File: config.mk
export PLATFORM = sky130hd
export DESIGN_NAME = xvga_timing_gen
export DESIGN_NICKNAME = d
export VERILOG_FILES = /design/src/rtl/xvga_pkg.sv /design/src/rtl/xvga_timing_pipe.sv /design/src/rtl/xvga_timing_gen.sv
export SDC_FILE = /design/constraint.sdc
export NUM_CORES = 1
export LEC_CHECK = 0
export BUFFER_PORTS_ARGS = -buffer_cell sky130_fd_sc_hd__buf_2
export CORE_MARGIN = 8
export CORE_UTILIZATION = 30
export DETAILED_ROUTE_END_ITERATION = 6
export PLACE_DENSITY = 0.57
export SKIP_CTS_REPAIR_TIMING = 1
export SYNTH_ARGS = -nofsm -noshare
export SYNTH_HDL_FRONTEND = slang
export SYNTH_SLANG_ARGS = --single-unit
File: constraint.sdc
create_clock -name vclock -period 4.9 [get_ports vclock]
set_input_delay 0.735 -clock vclock [delete_from_list [all_inputs] [get_ports vclock]]
set_output_delay 0.735 -clock vclock [all_outputs]
set_load 0.005 [all_outputs]
File: src/rtl/xvga_pkg.sv
// Shared timing presets for the xvga timing generator family.
// Each preset gives active/front-porch/sync/back-porch for both axes plus sync polarity.
package xvga_pkg;

  localparam int  XVGA_1024x768_H_ACTIVE  = 1024;
  localparam int  XVGA_1024x768_H_FP      = 24;
  localparam int  XVGA_1024x768_H_SYNC    = 136;
  localparam int  XVGA_1024x768_H_BP      = 160;
  localparam int  XVGA_1024x768_V_ACTIVE  = 768;
  localparam int  XVGA_1024x768_V_FP      = 3;
  localparam int  XVGA_1024x768_V_SYNC    = 6;
  localparam int  XVGA_1024x768_V_BP      = 29;
  localparam logic XVGA_1024x768_POL      = 1'b0;

  localparam int  XVGA_1280x1024_H_ACTIVE = 1280;
  localparam int  XVGA_1280x1024_H_FP     = 48;
  localparam int  XVGA_1280x1024_H_SYNC   = 112;
  localparam int  XVGA_1280x1024_H_BP     = 248;
  localparam int  XVGA_1280x1024_V_ACTIVE = 1024;
  localparam int  XVGA_1280x1024_V_FP     = 1;
  localparam int  XVGA_1280x1024_V_SYNC   = 3;
  localparam int  XVGA_1280x1024_V_BP     = 38;
  localparam logic XVGA_1280x1024_POL     = 1'b1;

  // Small mode for fast simulation: 16 pixels per line, 8 lines per frame.
  localparam int  SIM_TINY_H_ACTIVE       = 8;
  localparam int  SIM_TINY_H_FP           = 2;
  localparam int  SIM_TINY_H_SYNC         = 3;
  localparam int  SIM_TINY_H_BP           = 3;
  localparam int  SIM_TINY_V_ACTIVE       = 4;
  localparam int  SIM_TINY_V_FP           = 1;
  localparam int  SIM_TINY_V_SYNC         = 2;
  localparam int  SIM_TINY_V_BP           = 1;
  localparam logic SIM_TINY_POL           = 1'b0;

  function automatic int timing_total(int active, int fp, int sync, int bp);
    return active + fp + sync + bp;
  endfunction

endpackage

File: src/rtl/xvga_timing_pipe.sv
// N-stage register delay for the packed timing bundle; every stage clocks
// each vclock and loads RST_VAL on synchronous reset.
module xvga_timing_pipe #(
  parameter int            W       = 1,
  parameter int            N       = 0,
  parameter logic [W-1:0]  RST_VAL = '0
) (
  input  logic         clk,
  input  logic         rst_n,
  input  logic [W-1:0] d,
  output logic [W-1:0] q
);

  if (N == 0) begin : g_bypass
    logic unused_ctrl;
    assign unused_ctrl = &{1'b0, clk, rst_n};
    assign q = d;
  end else begin : g_stages
    logic [W-1:0] stg_q [N];

    always_ff @(posedge clk) begin
      if (!rst_n) begin
        for (int i = 0; i < N; i++) stg_q[i] <= RST_VAL;
      end else begin
        stg_q[0] <= d;
        for (int i = 1; i < N; i++) stg_q[i] <= stg_q[i-1];
      end
    end

    assign q = stg_q[N-1];
  end

endmodule

File: src/rtl/xvga_timing_gen.sv
// Parametrised video timing generator: pixel/line counters with enable,
// registered sync/blank/strobe outputs and an aligned PIPE_DELAY delay line.
module xvga_timing_gen
  import xvga_pkg::*;
#(
  parameter int   H_ACTIVE   = 1024,
  parameter int   H_FP       = 24,
  parameter int   H_SYNC     = 136,
  parameter int   H_BP       = 160,
  parameter int   V_ACTIVE   = 768,
  parameter int   V_FP       = 3,
  parameter int   V_SYNC     = 6,
  parameter int   V_BP       = 29,
  parameter logic H_POL      = 1'b0,
  parameter logic V_POL      = 1'b0,
  parameter int   X_W        = 12,
  parameter int   Y_W        = 12,
  parameter int   PIPE_DELAY = 0
) (
  input  logic           vclock,
  input  logic           rst_n,
  input  logic           en,
  output logic [X_W-1:0] displayX,
  output logic [Y_W-1:0] displayY,
  output logic           hsync,
  output logic           vsync,
  output logic           blank,
  output logic           line_start,
  output logic           frame_start
);

  localparam int H_TOTAL = timing_total(H_ACTIVE, H_FP, H_SYNC, H_BP);
  localparam int V_TOTAL = timing_total(V_ACTIVE, V_FP, V_SYNC, V_BP);
  localparam int BUS_W   = X_W + Y_W + 5;

  if (H_BP < 1 || V_BP < 1 || H_SYNC < 1 || V_SYNC < 1 ||
      longint'(H_TOTAL) > (longint'(1) << X_W) ||
      longint'(V_TOTAL) > (longint'(1) << Y_W) ||
      PIPE_DELAY < 0 || PIPE_DELAY > 16) begin : g_bad_cfg
    $fatal(1, "xvga_timing_gen: illegal timing parameters");
  end

  // Back porch >= 1 keeps every boundary below TOTAL, so all fit in the counter width.
  localparam logic [X_W-1:0] X_MAX    = X_W'(H_TOTAL - 1);
  localparam logic [Y_W-1:0] Y_MAX    = Y_W'(V_TOTAL - 1);
  localparam logic [X_W-1:0] X_VIS    = X_W'(H_ACTIVE);
  localparam logic [Y_W-1:0] Y_VIS    = Y_W'(V_ACTIVE);
  localparam logic [X_W-1:0] HS_BEG   = X_W'(H_ACTIVE + H_FP);
  localparam logic [X_W-1:0] HS_END   = X_W'(H_ACTIVE + H_FP + H_SYNC);
  localparam logic [Y_W-1:0] VS_BEG   = Y_W'(V_ACTIVE + V_FP);
  localparam logic [Y_W-1:0] VS_END   = Y_W'(V_ACTIVE + V_FP + V_SYNC);
  localparam logic [BUS_W-1:0] RST_BUS = {X_MAX, Y_MAX, ~H_POL, ~V_POL, 1'b1, 1'b0, 1'b0};

  logic [X_W-1:0] x_q, x_d;
  logic [Y_W-1:0] y_q, y_d;
  logic           hs_d, vs_d, bl_d, ls_d, fs_d;
  logic [X_W-1:0] s0_x_q;
  logic [Y_W-1:0] s0_y_q;
  logic           s0_hs_q, s0_vs_q, s0_bl_q, s0_ls_q, s0_fs_q;
  logic [BUS_W-1:0] pipe_out;

  always_comb begin
    x_d = x_q;
    y_d = y_q;
    if (en) begin
      if (x_q == X_MAX) begin
        x_d = '0;
        y_d = (y_q == Y_MAX) ? '0 : y_q + 1'b1;
      end else begin
        x_d = x_q + 1'b1;
      end
    end
    hs_d = ((x_d >= HS_BEG) && (x_d < HS_END)) ? H_POL : ~H_POL;
    vs_d = ((y_d >= VS_BEG) && (y_d < VS_END)) ? V_POL : ~V_POL;
    bl_d = (x_d >= X_VIS) || (y_d >= Y_VIS);
    ls_d = en && (x_d == '0);
    fs_d = ls_d && (y_d == '0);
  end

  // Stage 0 is derived from the next-counter values so all outputs describe one pixel.
  always_ff @(posedge vclock) begin
    if (!rst_n) begin
      x_q     <= X_MAX;
      y_q     <= Y_MAX;
      s0_x_q  <= X_MAX;
      s0_y_q  <= Y_MAX;
      s0_hs_q <= ~H_POL;
      s0_vs_q <= ~V_POL;
      s0_bl_q <= 1'b1;
      s0_ls_q <= 1'b0;
      s0_fs_q <= 1'b0;
    end else begin
      x_q     <= x_d;
      y_q     <= y_d;
      s0_x_q  <= x_d;
      s0_y_q  <= y_d;
      s0_hs_q <= hs_d;
      s0_vs_q <= vs_d;
      s0_bl_q <= bl_d;
      s0_ls_q <= ls_d;
      s0_fs_q <= fs_d;
    end
  end

  xvga_timing_pipe #(
    .W       (BUS_W),
    .N       (PIPE_DELAY),
    .RST_VAL (RST_BUS)
  ) u_pipe (
    .clk   (vclock),
    .rst_n (rst_n),
    .d     ({s0_x_q, s0_y_q, s0_hs_q, s0_vs_q, s0_bl_q, s0_ls_q, s0_fs_q}),
    .q     (pipe_out)
  );

  assign {displayX, displayY, hsync, vsync, blank, line_start, frame_start} = pipe_out;

endmodule

==> qor.yml, run 1 <==
grt_pass1_wl_um: 7720
period_minus_slack_ns: 2.85
tns_ns: 0
nets: 251
clock_skew_ns: 0.00598
cap_violations: 0
grt_pass1_vias: 1557
final_util_pct: 34.7
rows: 28
synth_fp_nets: 226
path_max_fanout: 11
hpwl_um: 3440
ant_nets: 0
hp-class: "register to register"
clk_path_buf_depth: 2
rsz0062_at_grt: "no"
wl_um: 4730
start_kind: "register"
required_ns: 5.06
postLayoutCellArea_sq_um: 2040
cts_tree: "done"
synth-edff-count: 0
grt_max_degree: 23
ir_drop_uv: 146
grt-ovfl-total: 0
routabilityCongestion: 0.786
critical_path.endpoint_type: "register"
worstSetupPathType: "register to register"
antenna_found_initial: 0
synthToLayoutAreaGrowth_pct: 12.4
setup_viol_count_final: 0
status: "completed"
die_area_sq_um: 8810
viasPerCell: 5.37
synth_area_leaders: "dfxtp_1 (32%), xnor2_1 (5.8%), nand2_1 (5.2%)"
clk_pin_slew_worst_paths_ns: 0.06
syn-cell-area_sq_um: 1820
worst_pin_slew_ns: 0.453
drive_gt1_share_pct: 20.7
finalHoldViolations: 0
cts_num_sinks: 29
die_w_um: 93.9
first_pass_iters: 5
route.detailed.drc: 0
grt_usage_pct: 11.0
syn_inst: 220
mostFrequentLayoutCells: "buf_2 (31), dfxtp_1 (29), nand2_1 (25)"
htreeDepth: 2
wl_per_cell_um: 14.7
arrival_ns: 3.00
relSlewSlack_pct: 69.4
synth_ff_type: "dfxtp_1"
clock-root-buffer: "clkbuf_8"
vias: 1723
yosysSeqAreaShare_pct: 31.9
syn_area_per_cell_sq_um: 8.27
pwr_density_cell_nw_per_um2: 411
min_period_over_period_pct: 58.1
initial_core_util_pct: 30.9
fp.coreArea_sq_um: 5890
hold_ws_ns: 0.567
dieHeight_um: 93.9
port-buffer-count: 31
netlist.area_leader.share_pct: 31.9
place_area_sq_um: 1960
diodes: 0
clk_latency_ns: 0.28
yosysTopAreaCell: "dfxtp_1"
leakage_nw: 0.829
drt_iter0_markers: 97
synth-seq-cells: 29
ioPinCount: 32
cts-buffers-inserted: 5
max_freq_mhz: 351
async_reset_ff_share_pct: 0
final_common_cell: "buf_2"
ys_warn_count: 0
synth_cell_types: 53
slew_violations: 0
[synthesized netlist by cell type, types with 2 or more instances]
master	number
o211ai_1	2
ha_1	3
a31oi_1	4
xnor2_1	12
clkbuf_1	4
a311oi_1	2
nand4_1	10
nor2_1	19
nor2b_1	5
inv_1	8
a31o_2	2
nor3_1	5
xor2_1	6
dfxtp_1	29
and2_1	3
o21ai_0	13
a21oi_1	5
nor3b_1	2
nand4b_1	2
nand2_1	25
a21boi_0	2
nor4_1	4
buf_6	8
nand3_1	10
and3_1	4
a41oi_1	3
and4_1	2
[logic make-up (layout without fill, tap and decap cells)]
group / count (synthesis) / after routing / share of synthesized area [%]
muxes: 2 / 2 / 1.38
AOI/OAI and AO/OA: 41 / 41 / 15.4
buffers and inverters: 22 / 48 / 8.12
and+or+nand+nor: 105 / 105 / 32.5
xor gates and xnor gates: 18 / 18 / 8.67
DFF: 29 / 29 / 31.9
adders and majority gates: 3 / 3 / 2.06
[final cells by class]
| class | instances | area (sq um) |
|---|---|---|
| clock buffers | 8 | 80.1 |
| fillers | 638 | 3840 |
| inverters | 8 | 30.0 |
| multi-input cells | 169 | 1100 |
| flip-flops and latches | 29 | 581 |
| well taps | 75 | 93.8 |
| repair buffers | 32 | 163 |
[state kept, by name, summed over array words and instances, names as in the netlist]
signal and count:
s0_bl_q 1, s0_hs_q 1, s0_vs_q 1, s0_y_q 12
s0_fs_q 1, s0_x_q 12, s0_ls_q 1
[path summary, 6_finish.rpt]
path / start / endpoint / slack [ns] / cells past startpoint
setup reg to reg: s0_x_q[6]$_SDFF_PN0_ / s0_vs_q$_SDFF_PN1_ / 2.05 / 6
setup / recovery: s0_x_q[6]$_SDFF_PN0_ / s0_vs_q$_SDFF_PN1_ / 2.05 / 6
hold / removal: s0_x_q[1]$_SDFF_PN1_ / s0_x_q[1]$_SDFF_PN1_ / 0.57 / 2
hold reg to reg: s0_x_q[1]$_SDFF_PN1_ / s0_x_q[1]$_SDFF_PN1_ / 0.57 / 2
[stage by stage]
| step | setup WS (ns) | instances | power, W |
|---|---|---|---|
| floorplan | 2.08 | 220 | 0.000579 |
| global placement | 2.07 | 313 | 0.000655 |
| detailed placement | 2.02 | 313 | 0.000652 |
| CTS | 2.06 | 321 | 0.000847 |
| global route | 1.93 | 321 | 0.000913 |
| finish | 2.05 | 321 | 0.000840 |
[per-layer routing]
metal	vias up	share of wire, %	wire length, um	track usage (%)
met4	0	0.95	45	3.70
li1	847	-	-	-
met1	798	46	2190	14.5
met2	68	45	2120	16.2
met3	10	7.9	375	4.00
met5	-	0	0	0
[critical path, cell delays in order (launching register included)]
cell and delay (ns):
dfxtp_1 0.39, or4b_4 0.61, or4_4 0.60, nor4_4 0.34, mux2_4 0.22, o211ai_2 0.09
or4_1 0.47
[where the power goes]
group | total [W] | internal (W) | switching [W]
Sequential | 0.000321 | 0.000266 | 0.0000548
Clock | 0.000190 | 0.000101 | 0.0000891
Combinational | 0.000329 | 0.000137 | 0.000193
Note: power is estimated with default switching activity, not from simulation.
==> run 2: changes to the inputs <==
Settings changed: PLACE_DENSITY 0.57 to 0.59.
Clock period 4.9 ns to 2.4 ns, I/O delays scaled along.
==> run 2 against run 1 <==
Against the previous run: clock power grew 120%; sequential power up 84%; worst setup slack worse by 2.2 ns; via count is 6.3% higher; critical path type unchanged; first-iteration DRC count is 25% lower; the flow now finishes with violations (setup timing); global-route usage rose by 0.77 points; die area unchanged; design area rose by 15%; total power rose by 130%; count of clock-buffer cells in the layout shrank 1; critical endpoint unchanged.
==> qor.yml, run 2 (synthesis gave the netlist of run 1 again) <==
clk_path_buf_depth: 2
dp.cells: 350
period_minus_slack_ns: 2.50
ir_drop_uv: 346
hp-class: "primary input to register"
fp.coreArea_sq_um: 5890
clk_latency_ns: 0.29
cts_num_sinks: 29
route.detailed.drc: 0
arrival_ns: 2.66
tns_ns: -0.161
grt_use_met1_pct: 14.1
nets: 289
critical_path.endpoint_type: "register"
reg_top3: "s0_x_q (12), s0_y_q (12)"
vias: 1832
cts-buffers-inserted: 5
cp_top_family: "simple AND/OR/NAND/NOR gates"
die_w_um: 93.9
clock_skew_ns: 0.00341
cpMaxStageDelayCell: "or4_4"
dieHeight_um: 93.9
ant_nets: 0
worst_pin_slew_ns: 0.360
max_freq_mhz: 400
grt_pass1_vias: 1772
grt-ovfl-total: 0
worstSetupPathType: "register to register"
violations: "setup timing"
fin_cells: 358
holdCritStartpoint: "rst_n"
final_common_cell: "buf_4"
leakage_nw: 1.02
wl_per_cell_um: 14.3
viasPerCell: 5.12
drive_gt1_share_pct: 32.9
grt_max_degree: 22
cts_tree: "done"
slowest_delay_ns: 0.60
use_met2_pct: 19.4
setup_viol_count_final: 3
rsz0062_at_grt: "yes"
htreeDepth: 2
slew_violations: 0
min_period_over_period_pct: 104
status: "finished, violations left"
hpwl_um: 3840
place_ws_ns: -0.0882
worstSetupPathDepth: 6
mostFrequentLayoutCells: "buf_4 (39), buf_2 (31), dfxtp_1 (28)"
clock-root-buffer: "clkbuf_8"
routabilityCongestion: 0.894
path_cells: "or4b_4 -> or4_4 -> nor4_4 -> mux2_4 -> o211ai_2 -> or4_1"
port-buffer-count: 31
cp_num_buf_inv: 0
cp-endpoint: "s0_vs_q$_SDFF_PN1_"
start_kind: "register"
fin_ws_ns: -0.102
path_max_fanout: 4
reg2reg_from: "s0_x_q[9]$_SDFF_PN0_"
finalHoldViolations: 0
ioPinCount: 32
wl_um: 5130
reg2reg_slack_ns: -0.10
clk_pin_slew_worst_paths_ns: 0.06
grt_pass1_wl_um: 8360
first_pass_iters: 4
final_util_pct: 39.9
drt_iter0_markers: 73
antenna_found_initial: 0
grt_use_met3_pct: 3.76
pwr_density_cell_nw_per_um2: 809
grt_usage_pct: 11.8
synthToLayoutAreaGrowth_pct: 29.2
die_area_sq_um: 8810
rows: 28
worstRegToRegCells: 6
rr_endpoint: "s0_vs_q$_SDFF_PN1_"
grt-busiest-layer: "met2"
crit_start: "s0_x_q[9]$_SDFF_PN0_"
cap_violations: 0
relSlewSlack_pct: 75.8
initial_core_util_pct: 30.9
required_ns: 2.56
diodes: 0
## run 2: cell type report
class / count / area [sq um]
Fill cell: 626 / 3540
Clock buffer: 7 / 86.3
Timing Repair Buffer: 70 / 448
Inverter: 8 / 30.0
Multi-Input combinational cell: 169 / 1110
Sequential cell: 29 / 582
Tap cell: 75 / 93.8
## run 2: metrics by stage
step | hold WS (ns) | cell area, sq um | power (W)
after floorplan | 0.469 | 1830 | 0.00119
after global placement | 0.599 | 2240 | 0.00149
after detailed placement | 0.608 | 2240 | 0.00148
after CTS | 0.328 | 2330 | 0.00191
after global routing | 0.343 | 2350 | 0.00203
final | 0.331 | 2350 | 0.00190
## run 2: power breakdown
group | switching [W] | total, W | internal, W
logic | 0.000489 | 0.000892 | 0.000403
registers | 0.0000470 | 0.000590 | 0.000543
clock network | 0.000192 | 0.000419 | 0.000227
total | 0.000728 | 0.00190 | 0.00117
## run 2: worst min-delay path by stage
stage,endpoint,slack [ns],cells after the start
after floorplan,s0_x_q[3]$_SDFF_PN1_,0.47,1
after global placement,s0_y_q[10]$_SDFF_PN0_,0.60,2
after detailed placement,s0_y_q[11]$_SDFF_PN0_,0.61,2
after CTS,s0_x_q[3]$_SDFF_PN1_,0.33,2
after global routing,s0_x_q[3]$_SDFF_PN1_,0.34,2
final,s0_x_q[3]$_SDFF_PN1_,0.33,2
## run 2: metal layers
| metal | share of wire [%] | vias to the layer above |
|---|---|---|
| li1 | - | 925 |
| met1 | 43 | 834 |
| met2 | 48 | 67 |
| met3 | 8.2 | 6 |
| met4 | 1.0 | 0 |
| met5 | 0 | - |
==> run 3: changes to the inputs <==
Settings changed: CELL_PAD_IN_SITES_DETAIL_PLACEMENT set to 0, CELL_PAD_IN_SITES_GLOBAL_PLACEMENT set to 1, PLACE_DENSITY 0.59 to 0.72.
==> run 3 against run 2 <==
Against the previous run: the flow still finishes with violations (setup timing); clock power is 2% lower; non-clock buffer count is 1 lower; clock skew is 0.0039 ns higher; design area is 0.32% lower; largest power group unchanged.
==> qor.yml, run 3 (synthesis gave the netlist of run 1 again) <==
status: "finished, violations left"
violations: "setup timing"
clock_skew_ns: 0.00736
drive_gt1_share_pct: 32.6
cts-buffers-inserted: 5
cts_tree: "done"
clk_pin_slew_worst_paths_ns: 0.07
max_freq_mhz: 400
diodes: 0
reg2reg_from: "s0_x_q[9]$_SDFF_PN0_"
start_kind: "register"
first_pass_iters: 5
rows: 28
crit_start: "s0_x_q[9]$_SDFF_PN0_"
route.detailed.drc: 0
grt_max_degree: 22
initial_core_util_pct: 30.9
pwr_density_cell_nw_per_um2: 812
synthToLayoutAreaGrowth_pct: 28.7
nets: 288
hpwl_um: 3960
reg2reg_slack_ns: -0.10
clk_latency_ns: 0.27
final_util_pct: 39.8
fin_ws_ns: -0.101
die_area_sq_um: 8810
period_minus_slack_ns: 2.50
wl_per_cell_um: 14.6
drt_iter0_markers: 84
required_ns: 2.55
rr_endpoint: "s0_vs_q$_SDFF_PN1_"
routabilityCongestion: 0.844
worstSetupPathType: "register to register"
grt_usage_pct: 12.0
die_w_um: 93.9
grt_pass1_wl_um: 8630
ioPinCount: 32
clk_path_buf_depth: 2
grt-ovfl-total: 0
wl_um: 5200
rsz0062_at_grt: "yes"
htreeDepth: 2
ir_drop_uv: 465
dieHeight_um: 93.9
final-seq-area_sq_um: 582
fp.coreArea_sq_um: 5890
setup_viol_count_final: 2
cap_violations: 0
hp-class: "primary input to register"
relSlewSlack_pct: 76.5
multi_input_area_sq_um: 1110
port-buffer-count: 31
place_ws_ns: -0.0957
final_common_cell: "buf_4"
mostFrequentLayoutCells: "buf_4 (38), buf_2 (31), dfxtp_1 (28)"
leakage_nw: 1.01
arrival_ns: 2.65
grt_pass1_vias: 1785
vias: 1856
cp-endpoint: "s0_vs_q$_SDFF_PN1_"
path_max_fanout: 5
antenna_found_initial: 0
cts_num_sinks: 29
reg_top3: "s0_x_q (12), s0_y_q (12)"
min_period_over_period_pct: 104
slew_violations: 0
finalHoldViolations: 0
min_delay_path_depth: 2
viasPerCell: 5.20
worstRegToRegCells: 6
worst_pin_slew_ns: 0.351
fill_cells: 633
clock-root-buffer: "clkbuf_8"
ant_nets: 0
critical_path.endpoint_type: "register"
[run 3: cell count changes in the layout (fill, tap and decap cells not counted), sizes merged]
| cell | change |
|---|---|
| buf | -1 |
[run 3: layout make-up]
type | count | share of cell area [%]
Clock buffer | 7 | 3.69
Sequential cell | 29 | 24.8
Multi-Input combinational cell | 169 | 47.4
Tap cell | 75 | 4.01
Inverter | 8 | 1.28
Timing Repair Buffer | 69 | 18.8
[run 3: metrics by stage]
step	cells	instance area, sq um	total power [W]	setup TNS (ns)	hold slack [ns]
after detailed placement	349	2240	0.00148	-0.141	0.547
after global routing	357	2340	0.00205	-0.294	0.354
final	357	2340	0.00190	-0.146	0.341
after global placement	349	2240	0.00148	-0.0560	0.543
after CTS	356	2320	0.00190	-0.148	0.341
after floorplan	220	1830	0.00119	-0.347	0.469
[run 3: how the worst min path moves through the flow]
stage | from | to
finish | rst_n | s0_x_q[3]$_SDFF_PN1_
global route | rst_n | s0_x_q[3]$_SDFF_PN1_
CTS | rst_n | s0_x_q[3]$_SDFF_PN1_
detailed placement | s0_x_q[1]$_SDFF_PN1_ | s0_x_q[1]$_SDFF_PN1_
global placement | s0_x_q[1]$_SDFF_PN1_ | s0_x_q[1]$_SDFF_PN1_
floorplan | rst_n | s0_x_q[3]$_SDFF_PN1_
[run 3: metal layers]
layer	vias to the layer above	global-route usage (%)	part of all wire (%)
met1	859	15.3	44
met3	6	2.88	7.5
met2	71	19.4	47
met4	0	3.96	0.98
li1	920	-	-
met5	-	0	0
[run 3: power by group]
group / total (W) / internal, W / leakage [nW] / switching (W)
Sequential: 0.000594 / 0.000543 / 0.237 / 0.0000509
Clock: 0.000412 / 0.000227 / 0.0443 / 0.000184
Combinational: 0.000897 / 0.000394 / 0.729 / 0.000503
Total: 0.00190 / 0.00116 / 1.01 / 0.000738
[run 3: worst max-delay path, cell delays in order, from the launching register on]
cell and delay [ns]:
dfxtp_1 0.31, or4b_4 0.57, or4_4 0.60, nor4_4 0.20
mux2_4 0.21, o211ai_2 0.09, or4_1 0.40
